--- src/rtl/sr_arb_pkg.sv ---
// Shared opcode and FSM state definitions for the SR command arbiter.
package sr_arb_pkg;

    localparam logic [1:0] OP_NOP     = 2'b00;
    localparam logic [1:0] OP_RESET   = 2'b01;
    localparam logic [1:0] OP_SET     = 2'b10;
    localparam logic [1:0] OP_ILLEGAL = 2'b11;

    typedef enum logic [1:0] {
        ST_IDLE   = 2'd0,
        ST_ISSUE  = 2'd1,
        ST_SETTLE = 2'd2
    } state_t;

endpackage

--- src/rtl/sr_cmd_arbiter_rr.sv ---
// Round-robin arbiter: one-hot grant starting the search at a rotating pointer
// that moves just past the winner whenever a grant is consumed.
module rr_arbiter #(
    parameter int N = 4
) (
    input  logic         clk,
    input  logic         rst,
    input  logic [N-1:0] req,
    input  logic         advance,
    output logic [N-1:0] grant
);

    localparam int PW = (N > 1) ? $clog2(N) : 1;

    logic [PW-1:0] ptr_reg;
    logic [PW-1:0] ptr_next;
    logic [PW-1:0] win_idx;
    logic          found;

    always_comb begin
        grant   = '0;
        win_idx = '0;
        found   = 1'b0;
        for (int k = 0; k < N; k++) begin
            if (!found && req[(int'(ptr_reg) + k) % N]) begin
                found   = 1'b1;
                win_idx = PW'((int'(ptr_reg) + k) % N);
                grant[(int'(ptr_reg) + k) % N] = 1'b1;
            end
        end
    end

    always_comb begin
        ptr_next = ptr_reg;
        if (advance && found) begin
            ptr_next = (int'(win_idx) == N - 1) ? '0 : win_idx + 1'b1;
        end
    end

    always_ff @(posedge clk) begin
        if (rst) begin
            ptr_reg <= '0;
        end else begin
            ptr_reg <= ptr_next;
        end
    end

endmodule

--- src/rtl/sr_cmd_arbiter.sv ---
// Arbitrates set/reset commands from NREQ requesters onto a shared SR flag bank,
// never driving S and R together. Optional err_cnt port: SR_CMD_ARB_ERRCNT_EN.
module sr_cmd_arbiter
    import sr_arb_pkg::*;
#(
    parameter int NREQ  = 4,
    parameter int NFLAG = 8,
    parameter int IW    = 3
) (
    input  logic                clk,
    input  logic                rst,
    input  logic [NREQ-1:0]     req_valid,
    input  logic [2*NREQ-1:0]   req_op,
    input  logic [IW*NREQ-1:0]  req_idx,
    output logic [NREQ-1:0]     req_ready,
    output logic [NFLAG-1:0]    s_out,
    output logic [NFLAG-1:0]    r_out,
    output logic [NFLAG-1:0]    q_shadow,
    output logic [2:0]          grant_id,
    output logic                busy,
`ifdef SR_CMD_ARB_ERRCNT_EN
    output logic [7:0]          err_cnt,
    output logic                err
`else
    output logic                err
`endif
);

    state_t            state_reg, state_next;
    logic [1:0]        op_reg;
    logic [IW-1:0]     idx_reg;
    logic [2:0]        grant_id_reg;
    logic [NFLAG-1:0]  q_shadow_reg, q_shadow_next;

    logic [NREQ-1:0]   grant;
    logic              accept;
    logic [2:0]        winner;
    logic [1:0]        sel_op;
    logic [IW-1:0]     sel_idx;
    logic              idx_ok;
    logic              do_set;
    logic              do_reset;

    // Reset masks the handshake so no requester believes it was served.
    assign accept = (state_reg == ST_IDLE) && (|req_valid) && !rst;

    rr_arbiter #(.N(NREQ)) u_rr (
        .clk     (clk),
        .rst     (rst),
        .req     (req_valid),
        .advance (accept),
        .grant   (grant)
    );

    assign req_ready = accept ? grant : '0;

    always_comb begin
        winner  = '0;
        sel_op  = '0;
        sel_idx = '0;
        for (int i = 0; i < NREQ; i++) begin
            if (grant[i]) begin
                winner  = 3'(i);
                sel_op  = req_op[2*i +: 2];
                sel_idx = req_idx[IW*i +: IW];
            end
        end
    end

    assign idx_ok = int'(idx_reg) < NFLAG;

    always_comb begin
        state_next = state_reg;
        err        = 1'b0;
        do_set     = 1'b0;
        do_reset   = 1'b0;
        case (state_reg)
            ST_IDLE: begin
                if (accept) state_next = ST_ISSUE;
            end
            ST_ISSUE: begin
                state_next = ST_IDLE;
                case (op_reg)
                    OP_SET: begin
                        if (idx_ok) begin
                            do_set     = 1'b1;
                            state_next = ST_SETTLE;
                        end else begin
                            err = 1'b1;
                        end
                    end
                    OP_RESET: begin
                        if (idx_ok) begin
                            do_reset   = 1'b1;
                            state_next = ST_SETTLE;
                        end else begin
                            err = 1'b1;
                        end
                    end
                    OP_ILLEGAL: err = 1'b1;
                    default: ;
                endcase
            end
            ST_SETTLE: state_next = ST_IDLE;
            default:   state_next = ST_IDLE;
        endcase
    end

    // do_set and do_reset are mutually exclusive, so S=R=1 cannot occur.
    for (genvar gi = 0; gi < NFLAG; gi++) begin : g_pulse
        assign s_out[gi] = do_set   && (idx_reg == IW'(gi));
        assign r_out[gi] = do_reset && (idx_reg == IW'(gi));
    end

    always_comb begin
        q_shadow_next = q_shadow_reg;
        for (int f = 0; f < NFLAG; f++) begin
            if (state_reg == ST_SETTLE && int'(idx_reg) == f) begin
                q_shadow_next[f] = (op_reg == OP_SET);
            end
        end
    end

    always_ff @(posedge clk) begin
        if (rst) begin
            state_reg    <= ST_IDLE;
            op_reg       <= OP_NOP;
            idx_reg      <= '0;
            grant_id_reg <= '0;
            q_shadow_reg <= '0;
        end else begin
            state_reg    <= state_next;
            q_shadow_reg <= q_shadow_next;
            if (accept) begin
                op_reg       <= sel_op;
                idx_reg      <= sel_idx;
                grant_id_reg <= winner;
            end
        end
    end

    assign q_shadow = q_shadow_reg;
    assign grant_id = grant_id_reg;
    assign busy     = (state_reg != ST_IDLE);

`ifdef SR_CMD_ARB_ERRCNT_EN
    logic [7:0] err_cnt_reg;

    always_ff @(posedge clk) begin
        if (rst) begin
            err_cnt_reg <= '0;
        end else if (err && err_cnt_reg != 8'hFF) begin
            err_cnt_reg <= err_cnt_reg + 8'd1;
        end
    end

    assign err_cnt = err_cnt_reg;
`else
    // Without the counter, rejected commands are reported only by the err pulse.
`endif

endmodule

--- config.mk ---
export PLATFORM = sky130hd
export DESIGN_NAME = sr_cmd_arbiter
export DESIGN_NICKNAME = d
export VERILOG_FILES = /design/src/rtl/sr_arb_pkg.sv /design/src/rtl/sr_cmd_arbiter_rr.sv /design/src/rtl/sr_cmd_arbiter.sv
export SDC_FILE = /design/constraint.sdc
export NUM_CORES = 1
export LEC_CHECK = 0
export CAP_MARGIN = 20
export CORE_ASPECT_RATIO = 1.75
export CORE_UTILIZATION = 30
export DETAILED_ROUTE_END_ITERATION = 7
export PLACE_DENSITY = 0.63
export SYNTH_ARGS = -nofsm -noshare
export SYNTH_HDL_FRONTEND = slang
export SYNTH_SLANG_ARGS = --single-unit
--- constraint.sdc ---
create_clock -name clk -period 3.3 [get_ports clk]
set_input_delay 0.495 -clock clk [delete_from_list [all_inputs] [get_ports clk]]
set_output_delay 0.495 -clock clk [all_outputs]
set_load 0.05 [all_outputs]
# Yosys cells after proc, flatten, opt, wreduce, memory -nomap -nowiden
# Index checks and enable logic that the tools add are counted.
[totals] regBits=20 word_cells=152 out_inout_bits=33 inputBits=26
[classes] addsub=4 n_reduce_logical=47 eq_ne=21 n_mux=53 n_lt_le_gt_ge=8 bitwise=6
[op_table] operator="logical AND 1 bit" n=34
[op_table] operator="two-way mux 2 bit" n=13
[op_table] operator="equality test 3 bit, second input constant" n=8
[op_table] operator="two-way mux 1 bit" n=22
[op_table] operator="two-way mux 4 bit" n=5
[op_table] operator="equality test 3 x 2 -> 1 bit, second input constant" n=4
[op_table] operator="less-than comparator 3 x 4 -> 1 bit, second input constant" n=3
[op_table] operator="two-way mux 3 bit" n=4
[op_table] operator="bitwise OR 4 bit" n=3
[op_table] operator="greater-or-equal comparator 3 x 1 -> 1 bit, second input constant" n=3
[op_table] operator="binary-select mux 1 bit (select 2 bit)" n=4
[op_table] operator="demux 1 bit (select 2 bit)" n=4
[op_table] operator="OR reduction 2 bit" n=4
[op_table] operator="equality test 2 x 1 -> 1 bit, second input constant" n=3
[op_table] operator="equality test 2 bit, second input constant" n=3
[op_table] operator="equality test 3 x 1 -> 1 bit, second input constant" n=2
[op_table] operator="zero test 3 bit" n=2
[op_table] operator="adder 2 x 1 -> 2 bit, second input constant" n=2
[op_table] operator="adder 2 bit, second input constant" n=2
[op_table] operator="zero test 1 bit" n=4
[op_table] operator="one-hot mux 2 bit (2 select lines)" n=1
[op_table] operator="OR reduction 4 bit" n=1
[op_table] operator="bitwise AND 1 bit, first input constant" n=3
[op_table] operator="less-than comparator 2 x 3 -> 1 bit, second input constant" n=1
[op_table] operator="4 further kinds" n=4

# Longest topological paths before layout
[logic_depth] word_depth=18 depth_mapped=10

# Modules after synthesis
# A second synthesis with hierarchy kept.
[hier_totals] hier_cells=193 area_unflattened_um2=1551.5
[modules_own_cells] mod="sr_cmd_arbiter" seq_area_each_um2=340.3 instances=1 cells_each=126 area_per_inst_um2=987.2
[modules_own_cells] mod="rr_arbiter" seq_area_each_um2=40.0 instances=1 cells_each=67 area_per_inst_um2=564.3

# Worst setup path before layout
# Ideal clock, no wire load.
[synth_path] path_type="reg2out" startpoint="register (tool-made name)" endpoint="output port req_ready[1]" arrival_time_ns=3.106 n_path_buf=2 t_required_ns=2.805 path_stages_with_launch=10 path_slack_ns=-0.301 path_cell_list="dfxtp_1 > buf_6 > clkinv_1 > ha_1 > clkbuf_1 > mux2_2 > mux2i_1 > nand3_1 > a21bo_4 > nor2_1"
[synth_rtl] element="to (decl)" line_no="sr_cmd_arbiter.sv:15" source="output logic [NREQ-1:0] req_ready,"

# Worst setup path in the final report
[layout_path] startpoint="input port req_valid[2]" endpoint="output port req_ready[2]"
[layout_via] elab_chain_len=13 word_cells_on_any_way=31 cone_classes="19 x mux; 3 x bitwise; 9 x reduce/logical"
[layout_lines] element="from (decl)" line_no="sr_cmd_arbiter.sv:12" source="input logic [NREQ-1:0] req_valid,"
[layout_lines] element="binary-select mux 1 bit (select 2 bit)" line_no="sr_cmd_arbiter_rr.sv:25" source="if (!found && req[(int'(ptr_reg) + k) % N]) begin"
[layout_lines] element="two-way mux 1 bit (implied by the code)" line_no="sr_cmd_arbiter_rr.sv:25"
[layout_lines] element="two-way mux 1 bit" line_no="sr_cmd_arbiter_rr.sv:25"
[layout_lines] element="zero test 1 bit" line_no="sr_cmd_arbiter_rr.sv:25"
[layout_lines] element="logical AND 1 bit" line_no="sr_cmd_arbiter_rr.sv:25"
[layout_lines] element="two-way mux 1 bit" line_no="sr_cmd_arbiter_rr.sv:25"
[layout_lines] element="zero test 1 bit" line_no="sr_cmd_arbiter_rr.sv:25"
[layout_lines] element="logical AND 1 bit" line_no="sr_cmd_arbiter_rr.sv:25"
[layout_lines] element="two-way mux 1 bit" line_no="sr_cmd_arbiter_rr.sv:25"
[layout_lines] element="zero test 1 bit" line_no="sr_cmd_arbiter_rr.sv:25"
[layout_lines] element="logical AND 1 bit" line_no="sr_cmd_arbiter_rr.sv:25"
[layout_lines] element="two-way mux 4 bit" line_no="sr_cmd_arbiter_rr.sv:25"
[layout_lines] element="two-way mux 4 bit *" line_no="sr_cmd_arbiter.sv:55" source="assign req_ready = accept ? grant : '0;"
# Mark *: on every way between the ends. The rest lies on a longest branch, timed or not. The select of a mux whose other input is x is not followed.

==> metrics <==
remaining antenna violation count after routing=0; M3 GR Usage=0.01392; vias=~1.8k; Buf+Inv Stages, Crit Path=2; sequential power share=0.181; crit path max fanout=10; Synth top area share=0.2219; worst-skew pair later-pin latency=roughly 0.25 ns; commonest cells after routing, fill and taps aside=clkdlybuf4s50_1 (53), nor2_1 (41), nand2_1 (26); share of layout cells above drive strength 1=0.1678; Clock Power Share=0.089; input/output buffers=57; Placed Area=~2500 um^2; clk_skew=0.006657 ns; Max VDD drop=0.3854 mV; commonest non-fill, non-tap cell in the layout=clkdlybuf4s50_1; die height=roughly 100 um; crit path cell chain=clkdlybuf4s50_1 > mux4_2 > nor2b_4 > a221oi_1 > o31a_2 > nor2_4 > buf_12; Pwr Density=roughly 710 nW/um^2; Max Freq=0.3173 GHz; crit end category=primary output; CP Depth=7; Clock Root Buffer=clkbuf_8; Critical Path AT=about 2.7 ns; highest cell delay on the worst timing path=between 0.5 and 0.6 ns; GR Util met2=0.3741; Leak=0.9290 nW; final instance area=approximately 2500 um^2; WL/cell=~14 um; Total GRT Usage=0.1834; Max H-tree Level=1; number of synthesized flops with an enable pin=0; Final Cycle Share=0.9551; Post-CTS Hold Fix Bufs=0; largest net degree at the start of global routing=18; Fin. Hold Viols=0; num ports=between 50 and 60; unrepaired setup endpoints after global routing=no; # diodes=0; max-cap violation count=0; max-slew violations=0; Seq/Total Area, Yosys=0.2219; Final GP Congestion=about 0.95; GR peak layer=met2; Remaining Overflow, GRT=0; Pre-antenna DRT Iters=4; hold crit path type=reg -> reg; fillers=between 500 and 600; Layout area overhead=48.03%; worst hold stages=2; Detail Placement HPWL=between 4000 and 5000 um; outcome=completed; critical path's slowest cell=clkdlybuf4s50_1; GR Layer Usage met1=0.1885; Max-slew headroom=0.6340; post-DR vias/cell=5.039; delay-heaviest family, CP=compound AO/OA/AOI/OAI gates; max FFs per register=8; Synth Area per Inst=7.687 um^2; Initial Util=0.3094; vias in the first global route=1810; Cells after Synth=roughly 220; Final Setup Violations=0; post-synthesis async set-or-reset flop share=0; Reg2Reg Depth=10; Starting DRT DRC Count=69; Die X=between 50 and 60 um; Num CTS Buffers=3; Sinks on Clock Net=19; Int Pwr=0.9459 mW; TritonCTS clock tree=yes; Switching Share=0.4745; nets@finish=323; area leader, netlist=dfxtp_1; Yosys cell types=47; YS warnings=0; number of synthesized register bits=19; clk buf depth=2; core region area=roughly 5500 um^2; initial antenna violation count=0; Worst Max-Slew Pin Slew=about 0.54 ns; Main synth FF type=dfxtp_1; DRT Wirelength=roughly 5200 um; synthesized area=1714 um^2; Die Footprint=6032 um^2; Tmin final=3.152 ns; startpoint class of the critical path=input port; Comb pwr share=0.730; first-pass GRT wire length=around 8500 um; Net Count, Synth=between 200 and 300; utilization after layout=0.4580; critical path class=in -> out; CTS clk-pin slew, worst paths=about 0.070 ns; WP data required=2.80 ns; Row Count=36; net load switching power=between 0.8 and 0.9 mW; DRC Markers=0; Synth area leaders=dfxtp_1 (22%), nor2_1 (9.6%), ha_1 (7.3%)
power groups by stage:
stage	Clock (mW)	Sequential (mW)	Combinational (mW)
floorplan	0	0.353	0.883
global placement	0	0.330	1.29
detailed placement	0	0.330	1.30
CTS	0.167	0.325	1.31
global route	0.178	0.331	1.43
finish	0.160	0.325	1.31
through the flow:
step / power, mW / TNS, ns / setup WS, ns / std cells / hold slack [ns]
6_report: 1.800 / 0 / 0.1482 / 362 / 0.4780
4_1_cts: 1.802 / 0 / 0.1362 / 361 / 0.4818
2_1_floorplan: 1.236 / -0.07007 / -0.07007 / 223 / 0.5513
3_5_place_dp: 1.633 / 0 / 0.1559 / 357 / 0.4713
3_3_place_gp: 1.623 / 0 / 0.1945 / 357 / 0.4615
5_1_grt: 1.935 / 0 / 0.02059 / 362 / 0.5057
per-layer routing:
layer / vias up / routed length (um)
met4: 0 / 84
met3: 8 / 204
met1: 837 / 1979
met5: - / 0
met2: 59 / 2882
li1: 920 / -
what timing repair did:
action,4_1_cts,5_1_grt
endpoints found under the setup margin,0,3
setup buffers,0,0
resized for setup,0,1
synth_stat cells (3+ instances only):
cell	n
nand2_1	26
or3_1	3
mux2i_1	8
a221oi_1	3
a21oi_1	15
a311oi_1	6
o32ai_1	6
dfxtp_1	19
nand3_1	3
clkbuf_1	8
nor4_1	3
o21ai_0	10
nor2b_1	3
ha_1	10
nand3b_1	3
mux4_2	4
inv_1	7
nor2_1	44
nand2b_1	3
buf_2	6
cell type report:
cell class	count	area, um^2	area share
multi-input cells	179	1234	0.4862
repair buffers	76	753.2	0.2968
flip-flops and latches	19	380.4	0.1499
well taps	76	95.09	0.03748
clock buffers	4	45.04	0.01775
inverters	8	30.03	0.01183
tightest hold or removal path, stage by stage (launching register included):
cell and delay [ns]:
dfxtp_1 0.31, o21ai_0 0.07, a21oi_1 0.06
cell families after synthesis:
| group | share of synthesized area |
|---|---|
| xor gates and xnor gates | 0.01022 |
| and+or+nand+nor | 0.2642 |
| adders and majority gates | 0.07299 |
| other | 0.002188 |
| AOI/OAI and AO/OA | 0.2482 |
| DFF | 0.2219 |
| muxes | 0.1124 |
| buffers and inverters | 0.06788 |
path summary, 6_finish.rpt:
path	from	slack, ns	end
setup / recovery	req_valid[2]	0.15	req_ready[2]
hold / removal	q_shadow[7]	0.48	q_shadow[7]
setup reg to reg	u_rr.ptr_reg[1]	0.67	idx_reg[0]
hold reg to reg	q_shadow[7]	0.48	q_shadow[7]
No activity file was read; power rests on OpenSTA's default activity.
